===== src/rtl/game_logic_if.sv =====
// game_logic_if: predictor boxes, game controls and pixel stream into the overlay block
interface game_logic_if;
  logic predict_valid;
  logic start;
  logic enter_game;
  logic ThisFrameEnd;
  logic [1:0][10:0] left;
  logic [1:0][10:0] right;
  logic [1:0][10:0] up;
  logic [1:0][10:0] down;
  logic [10:0] x;
  logic [10:0] y;
  logic [2:0][7:0] i_rgb;
  logic [2:0][7:0] o_rgb;
  modport master (
    output predict_valid, start, enter_game, ThisFrameEnd,
    output left, right, up, down, x, y, i_rgb,
    input o_rgb
  );
  modport slave (
    input predict_valid, start, enter_game, ThisFrameEnd,
    input left, right, up, down, x, y, i_rgb,
    output o_rgb
  );
endinterface


===== src/rtl/game_logic.sv =====
// game_logic: falling-target hand game state plus combinational pixel overlay
module game_logic #(
  parameter int H_RES = 640,
  parameter int V_RES = 480,
  parameter int TARGET_SIZE = 32,
  parameter int FALL_SPEED = 4,
  parameter int GAME_FRAMES = 2560,
  parameter int LIVES = 3
) (
  input logic i_clk,
  input logic i_rst,
  game_logic_if.slave bus
);
  typedef enum logic [1:0] {IDLE, PLAY, OVER} state_t;
  localparam logic [10:0] X_MAX = 11'(H_RES);
  localparam logic [10:0] MISS_Y = 11'(V_RES - TARGET_SIZE);
  localparam logic [10:0] SBAR_Y = 11'(V_RES - 8);
  localparam logic [10:0] TS1 = 11'(TARGET_SIZE - 1);
  localparam logic [10:0] FALL = 11'(FALL_SPEED);
  localparam logic [15:0] T0 = 16'(GAME_FRAMES);
  localparam logic [7:0] L0 = 8'(LIVES);
  localparam logic [23:0] GREEN = 24'h00ff00;
  localparam logic [23:0] BLUE = 24'h0000ff;
  localparam logic [23:0] RED = 24'hff0000;
  localparam logic [23:0] WHITE = 24'hffffff;
  localparam logic [23:0] YELLOW = 24'hffff00;
  state_t state, state_n;
  logic [15:0] lfsr;
  logic [1:0][10:0] bl, br, bu, bd;
  logic [1:0] bv;
  logic [7:0] score, lives, lives_dec;
  logic [15:0] timer, timer_dec;
  logic [10:0] tx, ty, spawn_x;
  logic [1:0] ne, hit_k, in_b, edg;
  logic hit, miss, init, upd, in_t, tbar, sbar;
  for (genvar k = 0; k < 2; k++) begin : g_box
    // a box never loaded since reset is treated like an empty one
    assign ne[k] = bv[k] && bl[k] <= br[k] && bu[k] <= bd[k];
    assign hit_k[k] = ne[k] && tx <= br[k] && tx + TS1 >= bl[k] && ty <= bd[k] && ty + TS1 >= bu[k];
    assign in_b[k] = ne[k] && bus.x >= bl[k] && bus.x <= br[k] && bus.y >= bu[k] && bus.y <= bd[k];
    assign edg[k] = in_b[k] && (bus.x - bl[k] <= 11'd2 || br[k] - bus.x <= 11'd2 ||
                                bus.y - bu[k] <= 11'd2 || bd[k] - bus.y <= 11'd2);
  end
  assign hit = |hit_k;
  assign miss = !hit && ty >= MISS_Y;
  assign spawn_x = 11'd64 + 11'(lfsr[8:0]);
  assign timer_dec = timer == 16'd0 ? 16'd0 : timer - 16'd1;
  assign lives_dec = miss && lives != 8'd0 ? lives - 8'd1 : lives;
  always_comb begin
    state_n = state;
    init = 1'b0;
    upd = 1'b0;
    case (state)
      IDLE: if (bus.start && bus.enter_game) begin
        state_n = PLAY;
        init = 1'b1;
      end
      PLAY: if (bus.ThisFrameEnd) begin
        upd = 1'b1;
        state_n = timer_dec == 16'd0 || lives_dec == 8'd0 ? OVER : PLAY;
      end
      OVER: if (bus.start && bus.enter_game) begin
        state_n = PLAY;
        init = 1'b1;
      end else if (!bus.enter_game) state_n = IDLE;
      default: state_n = IDLE;
    endcase
  end
  always_ff @(posedge i_clk) begin
    if (i_rst) begin
      state <= IDLE;
      lfsr <= 16'hace1;
      bl <= '0;
      br <= '0;
      bu <= '0;
      bd <= '0;
      bv <= '0;
      score <= '0;
      lives <= L0;
      timer <= T0;
      tx <= '0;
      ty <= '0;
    end else begin
      state <= state_n;
      lfsr <= {lfsr[0] ^ lfsr[2] ^ lfsr[3] ^ lfsr[5], lfsr[15:1]};
      if (bus.predict_valid) begin
        bl <= bus.left;
        br <= bus.right;
        bu <= bus.up;
        bd <= bus.down;
        bv <= 2'b11;
      end
      if (init) begin
        score <= '0;
        lives <= L0;
        timer <= T0;
        tx <= spawn_x;
        ty <= '0;
      end else if (upd) begin
        timer <= timer_dec;
        lives <= lives_dec;
        if (hit && score != 8'hff) score <= score + 8'd1;
        tx <= hit || miss ? spawn_x : tx;
        ty <= hit || miss ? 11'd0 : ty + FALL;
      end
    end
  end
  assign in_t = state == PLAY && bus.x >= tx && bus.x <= tx + TS1 && bus.y >= ty && bus.y <= ty + TS1;
  assign tbar = state == PLAY && bus.y < 11'd8 && bus.x < X_MAX && 16'(bus.x) < (timer >> 2);
  // bars are clipped to the visible width so a saturated score stays on screen
  assign sbar = state != IDLE && bus.y >= SBAR_Y && bus.x < X_MAX && bus.x < {1'b0, score, 2'b00};
  assign bus.o_rgb = edg[0] ? GREEN : edg[1] ? BLUE : in_t ? RED : tbar ? WHITE : sbar ? YELLOW :
                     state == OVER ? {bus.i_rgb[2] >> 1, bus.i_rgb[1] >> 1, bus.i_rgb[0] >> 1} : bus.i_rgb;
endmodule


===== src/flat_wrapper.sv =====
// flat-port wrapper written by rule: the top's interface ports become plain ports
module game_logic_flat 
#(
  parameter int H_RES = 640,
  parameter int V_RES = 480,
  parameter int TARGET_SIZE = 32,
  parameter int FALL_SPEED = 4,
  parameter int GAME_FRAMES = 2560,
  parameter int LIVES = 3
)
  (i_clk, i_rst, bus_predict_valid, bus_start, bus_enter_game, bus_ThisFrameEnd, bus_left, bus_right, bus_up, bus_down, bus_x, bus_y, bus_i_rgb, bus_o_rgb);
  game_logic_if bus_i ();
  input logic i_clk;
  input logic i_rst;
  input wire logic [$bits(bus_i.predict_valid)-1:0] bus_predict_valid;
  input wire logic [$bits(bus_i.start)-1:0] bus_start;
  input wire logic [$bits(bus_i.enter_game)-1:0] bus_enter_game;
  input wire logic [$bits(bus_i.ThisFrameEnd)-1:0] bus_ThisFrameEnd;
  input wire logic [$bits(bus_i.left)-1:0] bus_left;
  input wire logic [$bits(bus_i.right)-1:0] bus_right;
  input wire logic [$bits(bus_i.up)-1:0] bus_up;
  input wire logic [$bits(bus_i.down)-1:0] bus_down;
  input wire logic [$bits(bus_i.x)-1:0] bus_x;
  input wire logic [$bits(bus_i.y)-1:0] bus_y;
  input wire logic [$bits(bus_i.i_rgb)-1:0] bus_i_rgb;
  output wire logic [$bits(bus_i.o_rgb)-1:0] bus_o_rgb;
  assign bus_i.predict_valid = bus_predict_valid;
  assign bus_i.start = bus_start;
  assign bus_i.enter_game = bus_enter_game;
  assign bus_i.ThisFrameEnd = bus_ThisFrameEnd;
  assign bus_i.left = bus_left;
  assign bus_i.right = bus_right;
  assign bus_i.up = bus_up;
  assign bus_i.down = bus_down;
  assign bus_i.x = bus_x;
  assign bus_i.y = bus_y;
  assign bus_i.i_rgb = bus_i_rgb;
  assign bus_o_rgb = bus_i.o_rgb;
  game_logic #(.H_RES(H_RES), .V_RES(V_RES), .TARGET_SIZE(TARGET_SIZE), .FALL_SPEED(FALL_SPEED), .GAME_FRAMES(GAME_FRAMES), .LIVES(LIVES)) u_core (.i_clk(i_clk), .i_rst(i_rst), .bus(bus_i));
endmodule

===== config.mk =====
export PLATFORM = sky130hd
export DESIGN_NAME = game_logic_flat
export DESIGN_NICKNAME = d
export VERILOG_FILES = /design/src/rtl/game_logic_if.sv /design/src/rtl/game_logic.sv /design/src/flat_wrapper.sv
export SDC_FILE = /design/constraint.sdc
export NUM_CORES = 1
export LEC_CHECK = 0
export ABC_AREA = 1
export CORE_ASPECT_RATIO = 1.2
export CORE_MARGIN = 2
export CORE_UTILIZATION = 62
export DETAILED_ROUTE_END_ITERATION = 16
export GPL_TIMING_DRIVEN = 0
export PLACE_DENSITY = 0.93
export REMOVE_ABC_BUFFERS = 1
export SYNTH_ARGS = -nofsm -noshare
export SYNTH_HDL_FRONTEND = slang
export SYNTH_SLANG_ARGS = --single-unit

===== constraint.sdc =====
create_clock -name i_clk -period 10.4 [get_ports i_clk]
set_input_delay 2.08 -clock i_clk [delete_from_list [all_inputs] [get_ports i_clk]]
set_output_delay 2.08 -clock i_clk [all_outputs]
set_load 0.05 [all_outputs]

# Yosys cells after proc, flatten, opt, wreduce, memory -nomap -nowiden
# Cells that the tools add are included.
[op_classes] add_sub_neg=15 n_mux=22 magnitude_cmp=38 reduce_logical=59 n_bitwise=3 n_eq_ne=6
[ops] op="$le 11x11->1" count=14
[ops] op="$mux 24" count=6
[ops] op="$ge 11x11->1" count=10
[ops] op="$le 11x2->1 const B" count=8
[ops] op="$sub 11x11->11" count=8
[ops] op="$mux 11" count=4
[ops] op="$logic_and 1x1->1" count=36
[ops] op="$logic_not 16->1" count=2
[ops] op="$add 11x5->11 const B" count=2
[ops] op="$ge 11x9->1 const B" count=2
[ops] op="$mux 16" count=1
[ops] op="$sub 16x1->16 const B" count=1
[ops] op="$lt 11x14->1" count=1
[ops] op="$add 11x3->11 const B" count=1
[ops] op="$lt 11x10->1" count=1
[ops] op="$lt 11x10->1 const B" count=1
[ops] op="$lt 11x4->1 const B" count=1
[ops] op="$add 7x9->10 const A" count=1
[ops] op="$mux 2" count=5
[ops] op="$add 8x1->8 const B" count=1
[ops] op="$logic_not 8->1" count=1
[ops] op="$logic_or 1x1->1" count=8
[ops] op="$mux 8" count=1
[ops] op="$ne 8x8->1 const B" count=1
[ops] op="other kinds (16)" count=26
[word_totals] input_bits=140 output_inout_bits=24 register_bits=161 wordCells=159

# Longest topological paths before layout
[depth] word_depth=17 depth_mapped=25 mapped_depth_nobuf=25

# Worst setup path before layout
# Ideal clock, no wire load.
[synth_timing] path_type="input-to-output" startpoint="in bus_x[0]" endpoint="out bus_o_rgb[16]" path_slack_ps=3568 stages=19 arrival_time_ps=4752 t_required_ps=8320 path_cell_list="inv_1 ha_1 inv_1 fa_1 inv_1 nor2_1 nor2_1 o21ai_1 nand2_1 nand2_1 a21oi_1 o21bai_2 a21oi_1 xor2_1 nand3_1 nand4_2 nand2_4 nand2_2 nor2_1"
[synth_via] elab_chain_len=8 elab_cells_between_ends=46 classes_between="add/sub: 4; order compare: 13; mux: 5; reduce/logical: 24"
[synth_rtl] element="from (decl)" line_no="flat_wrapper.sv:23" rtl="input wire logic [$bits(bus_i.x)-1:0] bus_x;"
[synth_rtl] element="$sub 11x11->11, or another cell as far along" line_no="game_logic.sv:41" rtl="assign edg[k] = in_b[k] && (bus.x - bl[k] <= 11'd2 || br[k] - bus.x <= 11'd2 ||"
[synth_rtl] element="$le 11x2->1, or another cell as far along" line_no="game_logic.sv:41"
[synth_rtl] element="$logic_or 1x1->1, or another cell as far along (2 in series)" line_no="game_logic.sv:41"
[synth_rtl] element="$logic_or 1x1->1, or another cell as far along" line_no="game_logic.sv:42" rtl="bus.y - bu[k] <= 11'd2 || bd[k] - bus.y <= 11'd2);"
[synth_rtl] element="$logic_and 1x1->1 / $mux 24 (equally long branches)" line_no="game_logic.sv:41, game_logic.sv:112"
[synth_rtl] element="$mux 24" line_no="game_logic.sv:112" rtl="assign bus.o_rgb = edg[0] ? GREEN : edg[1] ? BLUE : in_t ? RED : tbar ? WHITE : sbar ? YELLOW :"
[synth_rtl] element="$mux 24 *" line_no="game_logic.sv:112"
[synth_rtl] element="to (decl)" line_no="flat_wrapper.sv:26" rtl="output wire logic [$bits(bus_i.o_rgb)-1:0] bus_o_rgb;"
# Every way passes the cells marked *; elsewhere a longest branch is shown, timed or not.

# Final worst setup path
[layout_timing] startpoint="in bus_x[1]" endpoint="out bus_o_rgb[20]"
# Same word-level chain as after synthesis.

==> flow_summary_export.csv <==
group,metric,value,unit
setup_path,crit_fanout,17,
yosys,yosys_most_used_dff,"dfxtp_1",
floorplanning,io_pins,164,
place,place_congestion,0.962,
power,ir_drop,134,uV
global_routing,grt_pass1_vias,15600,
setup_path,cp.required,8.32,ns
power,p_clk_frac,0.325,
setup_path,crit_arrival,6.51,ns
sta,min_period,8.59,ns
yosys,syn_area_per_cell,6.93,um^2
power,power,0.00211,W
sta,slew_headroom,0.249,
floorplanning,dieArea,26100,um^2
yosys,synth_area,15400,um^2
setup_path,r2r-start,"u_core.ty[2]",
clock_tree,path_clk_slew,0.07,ns
power,internal_power,0.00133,W
drt,remaining_drc_errors,0,
drt,via_count,16300,
drt,drtIter0Drc,1439,
floorplanning,rows,63,
cells_and_area,drive_gt1_frac,0.0371,
power,p_switching,0.000781,W
setup_path,r2r_end,"u_core.tx[3]",
global_routing,grt_max_degree,107,
cells_and_area,layoutNonFillerInstCount,2699,
power,power_leakage,8.58,nW
yosys,async_flop_share,0,
power,p_per_area,117,nW/um^2
setup_path,cpMaxStageDelayCell,"clkdlybuf4s50_1",
cells_and_area,final_cell_mix,"370 x nand2_1, 342 x inv_1, 275 x ha_1",
sta,tns,0,ns
setup_path,r2r_setup_slack,6.02,ns
yosys,yosysTopAreaCellShare,0.223,
floorplanning,die_y,177,um
sta,setup_slack,1.81,ns
cells_and_area,antenna_cells,0,
cells_and_area,regArea,3160,um^2
place,dp.cells,2667,
setup_path,crit_chain,"clkdlybuf4s50_1, inv_1, ha_1, nand3_1, nand2_1, a21oi_1, o21bai_1, nand2_1, nand2_1, a21oi_1, o21ai_2, nand2_1, inv_1, o21ai_1, nand3b_1, nand3_1, nor2_2, nand2_4, nand2_2, nor2_1, clkdlybuf4s50_1",
global_routing,overflow,0,
yosys,synth-edff-count,0,
drt,viasPerCell,6.04,
clock_tree,cts_buffers,17,
cells_and_area,layout_commonest_cell,"nand2_1",
yosys,synth.area.top_cells,"ha_1 22%, dfxtp_1 21%, nand2_1 9.0%",
floorplanning,die_w,148,um
yosys,ys_seq_area_frac,0.205,
drt,antenna_left,0,
clock_tree,cts-root-buf,"clkbuf_16",
setup_path,critPathCapture,"bus_o_rgb[20]",
drt,drt-pass1-iter-count,8,
sta,skew,0.0157,ns
cells_and_area,multi_input_area,10700,um^2
clock_tree,clk_latency,0.46,ns
clock_tree,post-cts-setup-buffer-count,0,
setup_path,critPathKind,"in2out",
sta,period_share,0.826,
hold_path,hold_path.class,"reg2reg",
clock_tree,cts_sinks,158,
place,port_buffers,163,
clock_tree,htree_levels,4,
setup_path,crit_family,"buffers and inverters",
sta,clock.fmax,116,MHz
global_routing,grt_pass1_wl,74400,um
setup_path,cpPeakStageDelay,0.92,ns
clock_tree,cts_tree,"yes",
power,p_seq_frac,0.320,
setup_path,endpoint_kind,"primary output",
hold_path,whs_path_depth,2,
sta,rsz0062_at_grt,"false",
sta,setup_violations,0,
yosys,synthCells,2223,
setup_path,critPathMostFrequentCell,"nand2_1",
global_routing,grt.total_usage,0.357,
clock_tree,cts_buffer_depth,2,
sta,slew_violations,0,
drt,routedWlPerCell,17.7,um
setup_path,startpoint_type,"primary input",
clock_tree,cts-resized-gates,0,
job,max_cap_violations,0,
yosys,synth_warnings,0,
global_routing,antenna_found_initial,0,
setup_path,cp.buffers_inverters,4,
floorplanning,core,24600,um^2
sta,hold_viol,0,
power,power_frac_comb,0.355,
power,switching_share,0.370,
clock_tree,postCtsHoldBufs,0,
cells_and_area,fillers,1885,
place,place_ws,1.90,ns
setup_path,reg2reg_depth,18,
yosys,synth_top_cell_by_area,"ha_1",
cells_and_area,syn2layout_area_growth,16.4,%
yosys,synthDistinctLibCells,63,
yosys,ys_ff_latch,158,
sta,tightestPinTransition,1.12,ns
setup_path,cp_num_cells,21,
outcome,status,"completed",
cells_and_area,fin_nets,2784,
floorplanning,initial_core_util,0.627,
place,hpwl,36600,um
drt,drt-total-wl,47700,um
setup_path,crit_start,"bus_x[1]",
area by class of cell:
cell class,count,share of cell area
Sequential cell,158,0.176
Multi-Input combinational cell,1667,0.599
Clock inverter,15,0.0114
Clock buffer,17,0.0237
Timing Repair Buffer,165,0.0936
Inverter,352,0.0738
Tap cell,325,0.0227
worst min-delay path, cell delays in order (launching register included):
cell	delay (ns)
dfxtp_1	0.30
inv_1	0.04
nor2_1	0.03
cells by family after synthesis:
family / after synthesis / share of synthesized area
adders and majority gates: 283 / 0.234
buffers and inverters: 398 / 0.0978
and+or+nand+nor: 752 / 0.217
DFF: 158 / 0.205
AOI/OAI and AO/OA: 539 / 0.193
xor gates and xnor gates: 93 / 0.0528
power by group through the flow:
stage                     Combinational (W)  Clock, W  Sequential [W]
after CTS                          0.000731  0.000684        0.000672
final                              0.000749  0.000685        0.000674
after global placement             0.000683         0        0.000684
after global routing               0.000826  0.000708        0.000677
after detailed placement           0.000720         0        0.000686
after floorplan                    0.000506         0        0.000674
stage by stage:
| stage | hold WS, ns | utilization | cell area [um^2] |
|---|---|---|---|
| after floorplan | 0.388 | - | 15200 |
| after global placement | 0.394 | 0.702 | 17300 |
| after detailed placement | 0.394 | 0.704 | 17300 |
| after CTS | 0.411 | 0.730 | 17900 |
| after global routing | 0.425 | 0.730 | 17900 |
| final | 0.410 | 0.730 | 17900 |
routing by layer:
layer	GRT usage	vias up	part of all wire
li1	-	7768	-
met5	0	-	0
met3	0.0595	235	0.095
met1	0.405	7422	0.37
met2	0.621	890	0.47
met4	0.228	0	0.068
cell usage after synthesis, drive strengths merged (8+ instances only):
library cell	count
a211oi	11
nor2	163
fa	8
o21ai	188
and2	10
o21bai	10
nand3	85
nand4	52
clkbuf	40
nand2	378
nor3	29
or2	8
a21oi	266
xnor2	34
o211ai	18
inv	351
ha	275
xor2	59
o21a	11
nor4	10
dfxtp	158
registers in the layout (all words and copies together) (netlist names):
signal and cells:
u_core.timer 16, u_core.score 8, u_core.bv 1, u_core.lfsr 16, u_core.bl 22, u_core.bd 22
u_core.br 22, u_core.ty 9, u_core.bu 22, u_core.state 2, u_core.lives 8, u_core.tx 10
worst min-delay path by stage:
stage | startpoint | to | slack, ns
global route | u_core.lfsr[12] | u_core.lfsr[11] | 0.43
finish | u_core.lfsr[10] | u_core.lfsr[9] | 0.41
global placement | u_core.lfsr[11] | u_core.lfsr[10] | 0.39
detailed placement | u_core.lfsr[14] | u_core.lfsr[13] | 0.39
CTS | u_core.lfsr[14] | u_core.lfsr[13] | 0.41
floorplan | u_core.lfsr[13] | u_core.lfsr[12] | 0.39
Power figures use the tool's default switching activity.
==> variant (config.mk and constraints unchanged) <==
Reset style: asynchronous (`i_rst`), changed in one clocked block.
--- a/src/rtl/game_logic.sv
+++ b/src/rtl/game_logic.sv
@@ -66,7 +66,7 @@
       default: state_n = IDLE;
     endcase
   end
-  always_ff @(posedge i_clk) begin
+  always_ff @(posedge i_clk or posedge i_rst) begin
     if (i_rst) begin
       state <= IDLE;
       lfsr <= 16'hace1;
Function: changed (Yosys sat finds a counterexample within 4 cycles, from zero or initial values and one cycle with i_rst high; the reset may be asserted at any time).
==> variant against the original RTL <==
Synthesized cell count decreased by 0.22%; sequential cell count unchanged; wire length rose by 3.1%; cell area up 2.5%; setup slack got worse by 0.39 ns; area after synthesis up 3.3%; register-to-register slack barely moved; cell count is 0.26% higher; utilization fell by 0.51 points; maximum frequency down 4.3%; sequential share of layout area increased by 4.0 points.
Power is not compared: it rests on default switching activity, and its combinational part moved more than twofold at a synthesized area within 25%.
==> variant: results <==
metrics = {
    "outcome": {
        "status": "complete, no violations",
    },
    "drt": {
        "dr_wl_met3_mm": 3.74,
        "wire_per_inst_microns": 18.2,
        "initialDrtViolationCount": 1285,
        "dr.pass1.iters": 6,
        "met1_length_mm": 18.2,
    },
    "setup_path": {
        "r2r_start": "u_core.ty[2]$_DFFE_PP0P_",
        "r2r_cells": 19,
        "reg2reg_to": "u_core.tx[6]$_DFFE_PP0P_",
        "critPathMaxStageDelay_ns": 0.84,
    },
    "placement": {
        "dp_hpwl_mm": 37.6,
        "placed_cell_area_sq_um": 17800,
    },
    "min_path": {
        "hold_depth": 0,
    },
    "yosys": {
        "synthArstFlopShare_pct": 100,
        "synthFlopType": "dfrtp_1",
        "ys_seq_area_share_pct": 24.9,
    },
    "finish": {
        "fin_nets": 2786,
        "design.seq.count": 158,
        "buffer_area_share_pct": 9.16,
        "drive_gt1_share_pct": 3.07,
        "inverters_excl_clock": 356,
    },
    "sta": {
        "skew_ns": 0.0170,
        "fin_hold_ws_ns": 0.357,
    },
    "global_routing": {
        "grt_util_met3_pct": 5.84,
        "grt_pass1_vias": 16100,
    },
}
variant: changes by cell type after synthesis, sizes merged, moves of 7 or more:
cell | before | now
a211oi | 11 | 1
a21oi | 266 | 165
and2 | 10 | 3
clkbuf | 40 | 28
dfrtp | 0 | 146
dfstp | 0 | 12
dfxtp | 158 | 0
nand2 | 378 | 504
o2111ai | 4 | 11
o21a | 11 | 4
o21ai | 188 | 180
o22ai | 3 | 21
xnor2 | 34 | 24
variant: worst max path at each step:
stage	start	to	cells past startpoint	slack, ns
after floorplan	bus_x[0]	bus_o_rgb[0]	16	3.37
after global placement	bus_y[1]	bus_o_rgb[10]	16	1.70
after detailed placement	bus_y[1]	bus_o_rgb[6]	17	1.54
after CTS	bus_y[1]	bus_o_rgb[6]	17	1.53
after global routing	bus_y[1]	bus_o_rgb[5]	16	1.30
final	bus_y[1]	bus_o_rgb[6]	17	1.42
